--- config.mk ---
export PLATFORM = sky130hd
export DESIGN_NAME = scan_index_gen
export DESIGN_NICKNAME = d
export VERILOG_FILES = /design/src/rtl/scan_index_gen.sv
export SDC_FILE = /design/constraint.sdc
export NUM_CORES = 1
export LEC_CHECK = 0
export ABC_AREA = 1
export CORE_ASPECT_RATIO = 1.25
export CORE_MARGIN = 2
export CORE_UTILIZATION = 50
export CTS_BUF_LIST = sky130_fd_sc_hd__clkbuf_8
export DETAILED_ROUTE_END_ITERATION = 8
export PLACE_DENSITY = 0.77
export SLEW_MARGIN = 20
export SYNTH_ARGS = -nofsm -noshare
export SYNTH_HDL_FRONTEND = slang
export SYNTH_SLANG_ARGS = --single-unit
--- constraint.sdc ---
create_clock -name clk -period 1.71 [get_ports clk]
set_input_delay 0.2565 -clock clk [delete_from_list [all_inputs] [get_ports clk]]
set_output_delay 0.2565 -clock clk [all_outputs]
set_load 0.01 [all_outputs]
--- src/rtl/scan_index_gen.sv ---
// Programmable scan sequencer producing the registered select index for a 3-to-8 decoder.
// Supports up-wrap, down-wrap, ping-pong and single-shot sweeps with a per-index dwell.
module scan_index_gen #(
  parameter int IDX_W   = 3,
  parameter int DWELL_W = 8
) (
  input  logic               clk,
  input  logic               rst,
  input  logic               start,
  input  logic               stop,
  input  logic [1:0]         mode,
  input  logic [IDX_W-1:0]   limit,
  input  logic [DWELL_W-1:0] dwell,
  output logic [IDX_W-1:0]   idx,
  output logic               busy,
  output logic               step,
  output logic               done,
  output logic [1:0]         dbg_state
);

  typedef enum logic [1:0] {
    IDLE = 2'd0,
    SCAN = 2'd1,
    DONE = 2'd2
  } state_t;

  localparam logic [1:0] MODE_UP   = 2'b00;
  localparam logic [1:0] MODE_DOWN = 2'b01;
  localparam logic [1:0] MODE_PING = 2'b10;
  localparam logic [1:0] MODE_ONCE = 2'b11;

  localparam logic [IDX_W-1:0]   IDX_ZERO = '0;
  localparam logic [IDX_W-1:0]   IDX_ONE  = {{(IDX_W-1){1'b0}}, 1'b1};
  localparam logic [DWELL_W-1:0] CNT_ONE  = {{(DWELL_W-1){1'b0}}, 1'b1};

  state_t             state_q, state_d;
  logic [IDX_W-1:0]   idx_d;
  logic               busy_d, step_d, done_d;
  logic [DWELL_W-1:0] cnt_q, cnt_d;
  logic               dir_up_q, dir_up_d;
  logic [1:0]         mode_q, mode_d;
  logic [IDX_W-1:0]   limit_q, limit_d;
  logic [DWELL_W-1:0] dwell_q, dwell_d;
  logic [IDX_W-1:0]   adv_idx;
  logic               adv_dir_up;

  assign dbg_state = state_q;

  always_ff @(posedge clk) begin
    if (rst) begin
      state_q  <= IDLE;
      idx      <= '0;
      busy     <= 1'b0;
      step     <= 1'b0;
      done     <= 1'b0;
      cnt_q    <= '0;
      dir_up_q <= 1'b1;
      mode_q   <= MODE_UP;
      limit_q  <= '0;
      dwell_q  <= '0;
    end else begin
      state_q  <= state_d;
      idx      <= idx_d;
      busy     <= busy_d;
      step     <= step_d;
      done     <= done_d;
      cnt_q    <= cnt_d;
      dir_up_q <= dir_up_d;
      mode_q   <= mode_d;
      limit_q  <= limit_d;
      dwell_q  <= dwell_d;
    end
  end

  // Index that would follow the current one if the dwell expired this cycle.
  always_comb begin
    adv_idx    = idx;
    adv_dir_up = dir_up_q;
    case (mode_q)
      MODE_UP, MODE_ONCE: begin
        adv_idx = (idx == limit_q) ? IDX_ZERO : idx + IDX_ONE;
      end
      MODE_DOWN: begin
        adv_idx = (idx == IDX_ZERO) ? limit_q : idx - IDX_ONE;
      end
      MODE_PING: begin
        if (limit_q == IDX_ZERO) begin
          adv_idx = IDX_ZERO;
        end else if (dir_up_q) begin
          if (idx == limit_q) begin
            adv_idx    = idx - IDX_ONE;
            adv_dir_up = 1'b0;
          end else begin
            adv_idx = idx + IDX_ONE;
          end
        end else begin
          if (idx == IDX_ZERO) begin
            adv_idx    = IDX_ONE;
            adv_dir_up = 1'b1;
          end else begin
            adv_idx = idx - IDX_ONE;
          end
        end
      end
      default: adv_idx = idx;
    endcase
  end

  always_comb begin
    state_d  = state_q;
    idx_d    = idx;
    busy_d   = busy;
    step_d   = 1'b0;
    done_d   = 1'b0;
    cnt_d    = cnt_q;
    dir_up_d = dir_up_q;
    mode_d   = mode_q;
    limit_d  = limit_q;
    dwell_d  = dwell_q;
    case (state_q)
      IDLE: begin
        idx_d  = '0;
        busy_d = 1'b0;
        if (start) begin
          state_d  = SCAN;
          mode_d   = mode;
          limit_d  = limit;
          dwell_d  = dwell;
          busy_d   = 1'b1;
          idx_d    = (mode == MODE_DOWN) ? limit : IDX_ZERO;
          cnt_d    = '0;
          dir_up_d = 1'b1;
        end
      end
      SCAN: begin
        if (stop) begin
          state_d = IDLE;
          idx_d   = '0;
          busy_d  = 1'b0;
          cnt_d   = '0;
        end else if (cnt_q == dwell_q) begin
          cnt_d = '0;
          // Single-shot ends at the last index instead of wrapping.
          if (mode_q == MODE_ONCE && idx == limit_q) begin
            state_d = DONE;
            done_d  = 1'b1;
            busy_d  = 1'b0;
            idx_d   = '0;
          end else begin
            idx_d    = adv_idx;
            dir_up_d = adv_dir_up;
            step_d   = (adv_idx != idx);
          end
        end else begin
          cnt_d = cnt_q + CNT_ONE;
        end
      end
      DONE: begin
        state_d = IDLE;
        idx_d   = '0;
        busy_d  = 1'b0;
        cnt_d   = '0;
      end
      default: begin
        state_d = IDLE;
        idx_d   = '0;
        busy_d  = 1'b0;
      end
    endcase
  end

endmodule

==> results of run 1 <==
-- repair_timing --
item,in CTS,in global routing
setup endpoints to repair,0,4
resized for setup,0,12
buffers inserted,0,0
-- worst max-delay path: stages (launching register included) --
cell and delay [ns]:
dfxtp_2 0.33, inv_2 0.05, ha_1 0.30, inv_2 0.09, a21oi_1 0.04, o21ai_0 0.16
inv_1 0.06, nand2_1 0.11, nand2_1 0.06, nand2_1 0.05, nand3_1 0.07, nor2_2 0.13
nor2_1 0.05
-- placed cells by master (no fill, tap or decap), drive strengths merged --
cell           count
clkinv             1
nand3             27
a21oi             14
inv               35
buf               14
a211oi             1
xnor2              6
nand2             68
clkbuf             6
o211ai             1
a2111oi            1
nor3b              1
nor3               3
nand4              3
nor2              33
xor2               6
o21ai             17
dfxtp             30
clkdlybuf4s50     24
or2                1
ha                 7
-- registers in the layout, summed over array words and instances (netlist names) --
name       cells
busy           1
cnt_q          8
dbg_state      2
dir_up_q       1
done           1
dwell_q        8
idx            3
limit_q        3
mode_q         2
step           1
-- worst paths after layout --
| kind | slack [ns] | endpoint | from |
|---|---|---|---|
| max | 0.10 | step | idx[0] |
| min | 0.47 | busy | busy |
| max reg2reg | 0.10 | step | idx[0] |
| min reg2reg | 0.47 | busy | busy |
-- metrics by stage --
stage | hold WS [ns] | utilization [%] | worst slack, ns | setup TNS, ns
final | 0.469 | 68.4 | 0.103 | 0
after global routing | 0.496 | 68.4 | 0.00498 | 0
after CTS | 0.468 | 67.7 | 0.0632 | 0
after detailed placement | 0.460 | 64.9 | -0.0504 | -0.0948
after global placement | 0.453 | 64.9 | 0.0130 | 0
after floorplan | 0.400 | - | 0.0352 | 0
-- cells by family (layout without fill, tap and decap cells) --
logic type                 count (synthesis)  in the layout  synth area share [%]
xor gates and xnor gates                  12             12                  6.06
adders and majority gates                  7              7                  5.05
DFF                                       30             30                  34.6
AOI/OAI and AO/OA                         34             34                  11.0
buffers and inverters                     38             80                  8.30
and+or+nand+nor                          136            136                  35.0
-- power by group through the flow --
stage	registers (µW)	logic (µW)	clock network [µW]
final	777	481	574
after global routing	783	544	607
after CTS	776	468	581
after detailed placement	792	464	0
after global placement	790	457	0
after floorplan	793	304	0
-- metal layers --
metal / track usage [%] / vias up / part of all wire (%)
met5: 0 / - / 0
met4: 11.1 / 0 / 2.9
met3: 4.66 / 13 / 3.9
met2: 37.7 / 42 / 52
met1: 24.7 / 789 / 41
li1: - / 902 / -
-- layout make-up --
| class | instances | area [µm²] | share of cell area [%] |
|---|---|---|---|
| clock buffer | 6 | 82.6 | 3.71 |
| inverter | 34 | 128 | 5.74 |
| tap | 37 | 46.3 | 2.08 |
| multi-input combinational | 189 | 1010 | 45.4 |
| sequential | 30 | 604 | 27.2 |
| timing repair buffer | 38 | 345 | 15.5 |
| clock inverter | 2 | 8.76 | 0.394 |
==> summary.txt, run 1 <==
Setup path
  • Critical Path RT: 1.89 ns
  • CP Max Fanout: 4
  • Arr. time, crit path: roughly 1.8 ns
  • Crit end category: flip-flop
  • Crit path launch type: flip-flop
  • WS Path Type: reg2reg
  • Reg2reg path depth: 12

Die
  • Rows: 23
  • Die H: 69.8 µm
  • Die area: 0.00396 mm²
  • Io pins: 25
  • Initial core utilization: 53.3%
  • Std-Cell Core Area: 0.00325 mm²
  • Die W: 56.7 µm

CTS
  • Reg clk slew, reported paths: about 0.07 ns
  • Skew-Pair Late Insertion Delay: 0.28 ns
  • CTS H-Tree Depth: 2
  • # clock sinks: 30
  • CTS Hold Bufs: 0
  • Total CTS buffers: 5
  • CTS tree: done
  • Clock root cell: clkbuf_8
  • Clk buf depth: 2

Timing
  • RSZ-0062 raised after global routing: false
  • # setup viols final: 0
  • Final worst path period share: between 90% and 100%
  • Max_slew headroom: around three fifths
  • Tmin final: 1.61 ns
  • Pins over their slew limit: 0
  • Max Fclk: between 0.6 and 0.7 GHz
  • Tightest Pin Transition: 0.561 ns
  • Final hold vios: 0
  • Worst Skew: 0.00782 ns

Routing
  • Antenna-violating nets left: 0
  • Routed WL: approximately 4 mm
  • Average routed wire per standard cell: 11.6 µm
  • Pre-antenna DRT Iters: 4
  • DRC: 0
  • Vias/cell: ~5.2
  • Iter 0 DRT Violations: between 90 and 100
  • Via count: 1746

Power
  • Clk pwr share: 31.3%
  • Maximum VDD drop: approximately 0.55 mV
  • Leak Pwr: 0.00104 µW
  • Comb pwr share: 26.3%
  • Tot Pwr: roughly 1800 µW
  • Sequential share of power: 42.4%
  • Pwr/cell area: 824 mW/mm²
  • Sw Share: about 31%
  • Net Sw Power: 567 µW
  • Internal power: 1270 µW

Placed design
  • Input/output buffers: 24
  • Post-Place Cells: 328
  • DP HPWL: 3.05 mm
  • Placer congestion estimate: around 0.89
  • Area after DPL: 0.00211 mm²

Synth
  • Leading area contributor after synthesis: dfxtp_1
  • Top-area cell type share of the netlist area: 34.6%
  • Count leader, synth: nand2_1
  • Sequential element share of the synthesized area: 34.6%
  • Post-synth EDFFs: 0
  • Synth Warn #: 0
  • Async S/R FF share, synth: 0%
  • Post-synthesis net count: 281
  • Most used DFF post-synth: dfxtp_1
  • Post-Syn Area: about 0.0017 mm²
  • Post-synthesis area per instance: 6.75 µm²
  • Synth area leaders: dfxtp_1 35%, nand2_1 14%, nand3_1 7.2%
  • Post-synthesis register bit count: 30
  • Mapped Cells: 257
  • Post-synthesis cell type count: 29
  • Synth top cells by count: 63 x nand2_1, 31 x inv_1, 30 x dfxtp_1, 30 x nor2_1, 25 x nand3_1

Global routing
  • Initial antenna violation count: 0
  • Number of global-route vias before repair: 1685
  • Largest net degree at the start of global routing: 17
  • Global route overflow: 0
  • Global Route Usage Sum: 21.9%
  • First-pass GRT wire length: 6.89 mm

Final layout
  • Fin nets: 322
  • Final instance area: 0.00222 mm²
  • Layout cells sized above 1: 16.4%
  • Area grow syn2layout: 28.3%
  • Layout Cells excl Fill: 336
  • Fill count: between 200 and 300
  • Antenna cell count: 0

Run
  • Max Cap Viol: 0

Min path
  • Hold WC Path Type: reg2reg
  • Hold Path Depth: 2

Status
  • Status: completed
No activity file was read; power rests on OpenSTA's default activity.
==> inputs of run 2 (changes only) <==
- SKIP_LAST_GASP: default -> 1
==> run 2 against run 1 <==
Effect of this change: register-to-register slack about the same; fmax decreased by 0.65%; sequential power about the same; non-clock buffer count unchanged; die area unchanged; largest cell class unchanged; largest power group unchanged.
==> summary.txt, run 2 (synthesized netlist as in run 1, its figures left out) <==
Timing
  • Final hold vios: 0 (unchanged)
  • Setup TNS: 0 ns (unchanged)
  • Max Fclk: 0.618 GHz (-0.65%)
  • Max_slew headroom: 61.6% (about the same)
  • # setup viols final: 0 (unchanged)
  • Tightest Pin Transition: 0.562 ns (+0.000830 ns)
  • Pins over their slew limit: 0 (unchanged)
  • Worst Skew: 0.00799 ns (+0.000167 ns)
  • PnR worst setup slack: 0.0927 ns (-0.0105 ns)
  • Tmin final: 1.62 ns (+0.0105 ns)
  • RSZ-0062 raised after global routing: true
  • Final worst path period share: 94.6% (+0.61 points)

Routing
  • Pre-antenna DRT Iters: 4 (unchanged)
  • Iter 0 DRT Violations: 87 (-8.4%)
  • Routed WL: 3.90 mm (-0.18%)
  • DRC: 0 (unchanged)
  • Antenna-violating nets left: 0 (unchanged)
  • Average routed wire per standard cell: 11.6 µm (-0.18%)
  • Via count: 1742 (-0.23%)
  • Vias/cell: 5.18 (-0.23%)

CTS
  • Clock root cell: clkbuf_8
  • Total CTS buffers: 5 (unchanged)
  • CTS H-Tree Depth: 2 (unchanged)
  • # clock sinks: 30 (unchanged)
  • Reg clk slew, reported paths: 0.07 ns (about the same)
  • CTS tree: done
  • Postcts setup bufs: 0 (unchanged)
  • Clk buf depth: 2 (unchanged)
  • Skew-Pair Late Insertion Delay: 0.28 ns (about the same)

Placed design
  • Placer congestion estimate: 0.889 (unchanged)
  • DP HPWL: 3.05 mm (unchanged)
  • Input/output buffers: 24 (unchanged)
  • DP Worst Slack: -0.0504 ns (unchanged)
  • Post-Place Cells: 328 (unchanged)
  • Area after DPL: 0.00211 mm² (unchanged)

Die
  • Rows: 23 (unchanged)
  • Io pins: 25 (unchanged)
  • Initial core utilization: 53.3% (unchanged)
  • Die H: 69.8 µm (unchanged)
  • Die area: 0.00396 mm² (unchanged)
  • Die W: 56.7 µm (unchanged)
  • Std-Cell Core Area: 0.00325 mm² (unchanged)

Final layout
  • Layout Cells excl Fill: 336 (unchanged)
  • Commonest non-fill, non-tap cell in the layout: nand2_1
  • Antenna cell count: 0 (unchanged)
  • Layout cells sized above 1: 15.7% (-0.67 points)
  • Commonest cells after routing, fill and taps aside: 60 x nand2_1, 31 x inv_1, 29 x nor2_1, 27 x dfxtp_1, 25 x nand3_1
  • Area grow syn2layout: 28.1%
  • Fin nets: 322 (unchanged)
  • Top Registers: cnt_q: 8 flops, dwell_q: 8 flops
  • Fill count: 270 (-0.37%)
  • Final instance area: 0.00222 mm² (-0.11%)

Global routing
  • First-pass GRT wire length: 6.89 mm (unchanged)
  • Number of global-route vias before repair: 1685 (unchanged)
  • Global route overflow: 0 (unchanged)
  • Largest net degree at the start of global routing: 17 (unchanged)
  • Global Route Usage Sum: 21.9% (unchanged)
  • Initial antenna violation count: 0 (unchanged)

Run
  • Max Cap Viol: 0 (unchanged)

Power
  • Comb pwr share: 26.1% (-0.2 points)
  • Internal power: 1260 µW (-0.20%)
  • Clk pwr share: 31.4% (about the same)
  • Maximum VDD drop: 0.555 mV (about the same)
  • Net Sw Power: 566 µW (about the same)
  • Leak Pwr: 0.00105 µW (+0.17%)
  • Pwr/cell area: 823 mW/mm² (about the same)
  • Sequential share of power: 42.5% (about the same)
  • Sw Share: 31.0% (+0.036 points)

Setup path
  • Slowest CP cell: dfxtp_2
  • Worst Path Buf+Inv: 3 (unchanged)
  • Critical Path RT: 1.89 ns (about the same)
  • CP dominant cell by count: nand2_1
  • CP Max Fanout: 4 (unchanged)
  • Top Family by Delay on Critical Path: simple AND/OR/NAND/NOR gates
  • WS Path Type: reg2reg
  • Arr. time, crit path: 1.80 ns (about the same)
  • Crit end category: flip-flop
  • Max stage delay on crit path: 0.33 ns (about the same)
  • CP Cell Sequence: inv_2 -> ha_1 -> inv_1 -> a21oi_1 -> o21ai_0 -> inv_1 -> nand2_1 -> nand2_1 -> nand2_1 -> nand3_1 -> nor2_2 -> nor2_1
  • Crit path launch type: flip-flop

Status
  • Status: completed

Min path
  • Hold WC Path Type: reg2reg
[run 2: cell counts in the layout (fill, tap and decap cells not counted)]
No cell type changed its count.
[run 2: power by group through the flow]
stage	clock network [µW]	logic, µW	registers (µW)
floorplan	0	304	793
global placement	0	457	790
detailed placement	0	464	792
CTS	581	468	776
global route	607	541	783
finish	574	478	777
[run 2: tightest hold or removal path: stages, from the launching register on]
cell and delay, ns:
dfxtp_1 0.31, nand2_1 0.06, a21oi_1 0.06
[run 2: per-stage QoR]
step | hold WS (ns) | power (µW) | utilization [%]
finish | 0.468 | 1830 | 68.3
global route | 0.496 | 1930 | 68.3
CTS | 0.468 | 1830 | 67.7
detailed placement | 0.460 | 1260 | 64.9
global placement | 0.453 | 1250 | 64.9
floorplan | 0.400 | 1100 | -
[run 2: path summary, 6_finish.rpt]
| check | from | endpoint | slack [ns] | cells after the start |
|---|---|---|---|---|
| min | busy | busy | 0.47 | 2 |
| max reg2reg | idx[0] | step | 0.09 | 12 |
| min reg2reg | busy | busy | 0.47 | 2 |
| max | idx[0] | step | 0.09 | 12 |
[run 2: metal layers]
metal  vias up  wire length [µm]  track usage [%]
met2        47              1990             37.7
met1       782              1620             24.7
met4         0               116             11.1
met5         -                 0                0
met3        13               166             4.66
li1        900                 -                -
[run 2: cell type report]
class                   instances  area [µm²]  share of cell area [%]
clock inverters                 2        8.76                   0.394
multi-input cells             189        1010                    45.3
inverters                      34         128                    5.74
flip-flops and latches         30         604                    27.2
well taps                      37        46.3                    2.08
repair buffers                 38         345                    15.5
clock buffers                   6        82.6                    3.72
[run 2: timing repair]
| action | 4_1_cts | 5_1_grt |
|---|---|---|
| setup endpoints to repair | 0 | 4 |
| gates resized for setup | 0 | 10 |
| hold endpoints to repair | 0 | 0 |
| hold buffers | 0 | 0 |
==> inputs of run 3 (changes only) <==
- GPL_TIMING_DRIVEN: default -> 0
==> run 3 against run 2 <==
Effect of this change: cell count fell by 2.4%; sequential share of layout area rose by 0.65 points; clock-buffer cell count did not move; worst setup slack improved by 0.017 ns; critical path depth fell by 10; non-clock buffer count fell by 8; power fell by 0.46%; first-iteration DRC count rose by 28%; combinational power fell by 3%; largest cell class unchanged; critical path type is now reg2out; clock skew fell by 0.0015 ns; die area did not move; core utilization fell by 1.0 points.
==> summary.txt, run 3 (synthesized netlist as in run 1, its figures left out) <==
Status
  • Status: completed

CTS
  • Clk buf depth: 2 (unchanged)
  • Total CTS buffers: 5 (unchanged)
  • # clock sinks: 30 (unchanged)
  • Reg clk slew, reported paths: 0.06 ns (about the same)
  • Clock root cell: clkbuf_8
  • CTS Hold Bufs: 0 (unchanged)
  • Skew-Pair Late Insertion Delay: 0.28 ns (about the same)
  • CTS tree: done
  • CTS H-Tree Depth: 2 (unchanged)

Power
  • Leak Pwr: 0.00100 µW (-4.4%)
  • Maximum VDD drop: 0.582 mV (+4.9%)
  • Pwr/cell area: 832 mW/mm² (+1.1%)

Final layout
  • Commonest cells after routing, fill and taps aside: 59 x nand2_1, 31 x inv_1, 30 x nor2_1, 27 x dfxtp_1, 25 x nand3_1
  • Layout cells sized above 1: 14.1% (-1.6 points)
  • Fin nets: 314 (-2.5%)
  • Antenna cell count: 0 (unchanged)
  • Top Registers: cnt_q: 8 flops, dwell_q: 8 flops
  • Commonest non-fill, non-tap cell in the layout: nand2_1
  • Final instance area: 0.00219 mm² (-1.5%)
  • Area grow syn2layout: 26.2%
  • Fill count: 291 (+7.8%)

Timing
  • Setup TNS: 0 ns (unchanged)
  • Final worst path period share: 93.6% (-1.0 points)
  • Tightest Pin Transition: 0.461 ns (-0.101 ns)
  • PnR worst setup slack: 0.110 ns (+0.0172 ns)
  • RSZ-0062 raised after global routing: true
  • Pins over their slew limit: 0 (unchanged)
  • Final hold vios: 0 (unchanged)
  • Tmin final: 1.60 ns (-0.0172 ns)
  • Minimum hold slack: 0.357 ns (-0.111 ns)
  • Max Fclk: 0.625 GHz (+1.1%)
  • Max_slew headroom: 69.2% (+7.6 points)
  • # setup viols final: 0 (unchanged)
  • Worst Skew: 0.00644 ns (-0.00154 ns)

Routing
  • Via count: 1706 (-2.1%)
  • DRC: 0 (unchanged)
  • Pre-antenna DRT Iters: 4 (unchanged)
  • Antenna-violating nets left: 0 (unchanged)
  • Vias/cell: 5.20 (+0.32%)
  • Average routed wire per standard cell: 12.2 µm (+4.9%)
  • Routed WL: 3.99 mm (+2.4%)
  • Iter 0 DRT Violations: 111 (+28%)

Global routing
  • First-pass GRT wire length: 6.80 mm (-1.3%)
  • Global route overflow: 0 (unchanged)
  • Largest net degree at the start of global routing: 11 (-6)
  • Global Route Usage Sum: 21.6% (-0.21 points)
  • Initial antenna violation count: 0 (unchanged)
  • Number of global-route vias before repair: 1625 (-3.6%)

Placed design
  • Area after DPL: 0.00201 mm² (-4.7%)
  • DP Worst Slack: -0.189 ns (-0.138 ns)
  • DP HPWL: 2.95 mm (-3.1%)
  • Input/output buffers: 23 (-4.2%)
  • Placer congestion estimate: 0.864 (-2.8%)

Setup path
  • Critical Path RT: 1.45 ns (-0.44 ns)
  • Crit path launch type: flip-flop
  • Crit end category: output pin
  • CP Max Fanout: 8 (+4)
  • Arr. time, crit path: 1.34 ns (-0.46 ns)
  • WS Path Type: reg2out

Die
  • Rows: 23 (unchanged)
  • Std-Cell Core Area: 0.00325 mm² (unchanged)
  • Die W: 56.7 µm (unchanged)
  • Io pins: 25 (unchanged)
  • Initial core utilization: 53.3% (unchanged)
  • Die area: 0.00396 mm² (unchanged)
  • Die H: 69.8 µm (unchanged)

Min path
  • Hold WC Path Type: in2reg

Run
  • Max Cap Viol: 0 (unchanged)
run 3: worst paths after layout:
kind	slack (ns)	end	startpoint	cells after the start
hold / removal	0.36	idx[2]	rst	2
setup / recovery	0.11	idx[0]	idx[0]	2
setup reg to reg	0.11	dbg_state[0]	idx[1]	9
hold reg to reg	0.47	busy	busy	2
run 3: timing repair:
action                     in CTS  in global routing
resized for setup               3                 17
buffers inserted                1                  2
gates cloned                    0                  0
setup endpoints to repair       3                  7
pin swaps                       0                  6
run 3: per-layer routing:
layer | GRT usage, % | part of all wire (%) | vias up
met5 | 0 | 0 | -
met4 | 9.26 | 1.8 | 0
met3 | 3.92 | 3.2 | 8
met2 | 40.3 | 54 | 33
met1 | 23.1 | 41 | 778
li1 | - | - | 887
run 3: final cells by class:
cell class                 instances  area [µm²]  share of cell area [%]
multi-input combinational        189        1040                    47.5
buffer                             4        16.3                   0.743
inverter                          34         133                    6.06
clock inverter                     2        8.76                   0.400
sequential                        30         609                    27.8
timing repair buffer              26         253                    11.5
clock buffer                       6        82.6                    3.77
tap                               37        46.3                    2.12
run 3: power by group:
part	switching (µW)	total, µW	leakage, µW	internal [µW]
clock network	257	575	0.0000524	318
registers	42.6	783	0.000248	740
logic	270	463	0.000699	193
total	569	1820	0.00100	1250
run 3: critical path, cell delays in order (launching register included):
cell and delay, ns:
dfxtp_4 0.36, buf_4 0.16, clkdlybuf4s50_1 0.54
run 3: metrics by stage:
stage                     utilization [%]  std cells  total power [µW]
after global routing                 67.3        328              1940
after global placement               61.8        317              1220
after CTS                            65.0        326              1810
after floorplan                         -        257              1100
final                                67.3        328              1820
after detailed placement             61.8        317              1230
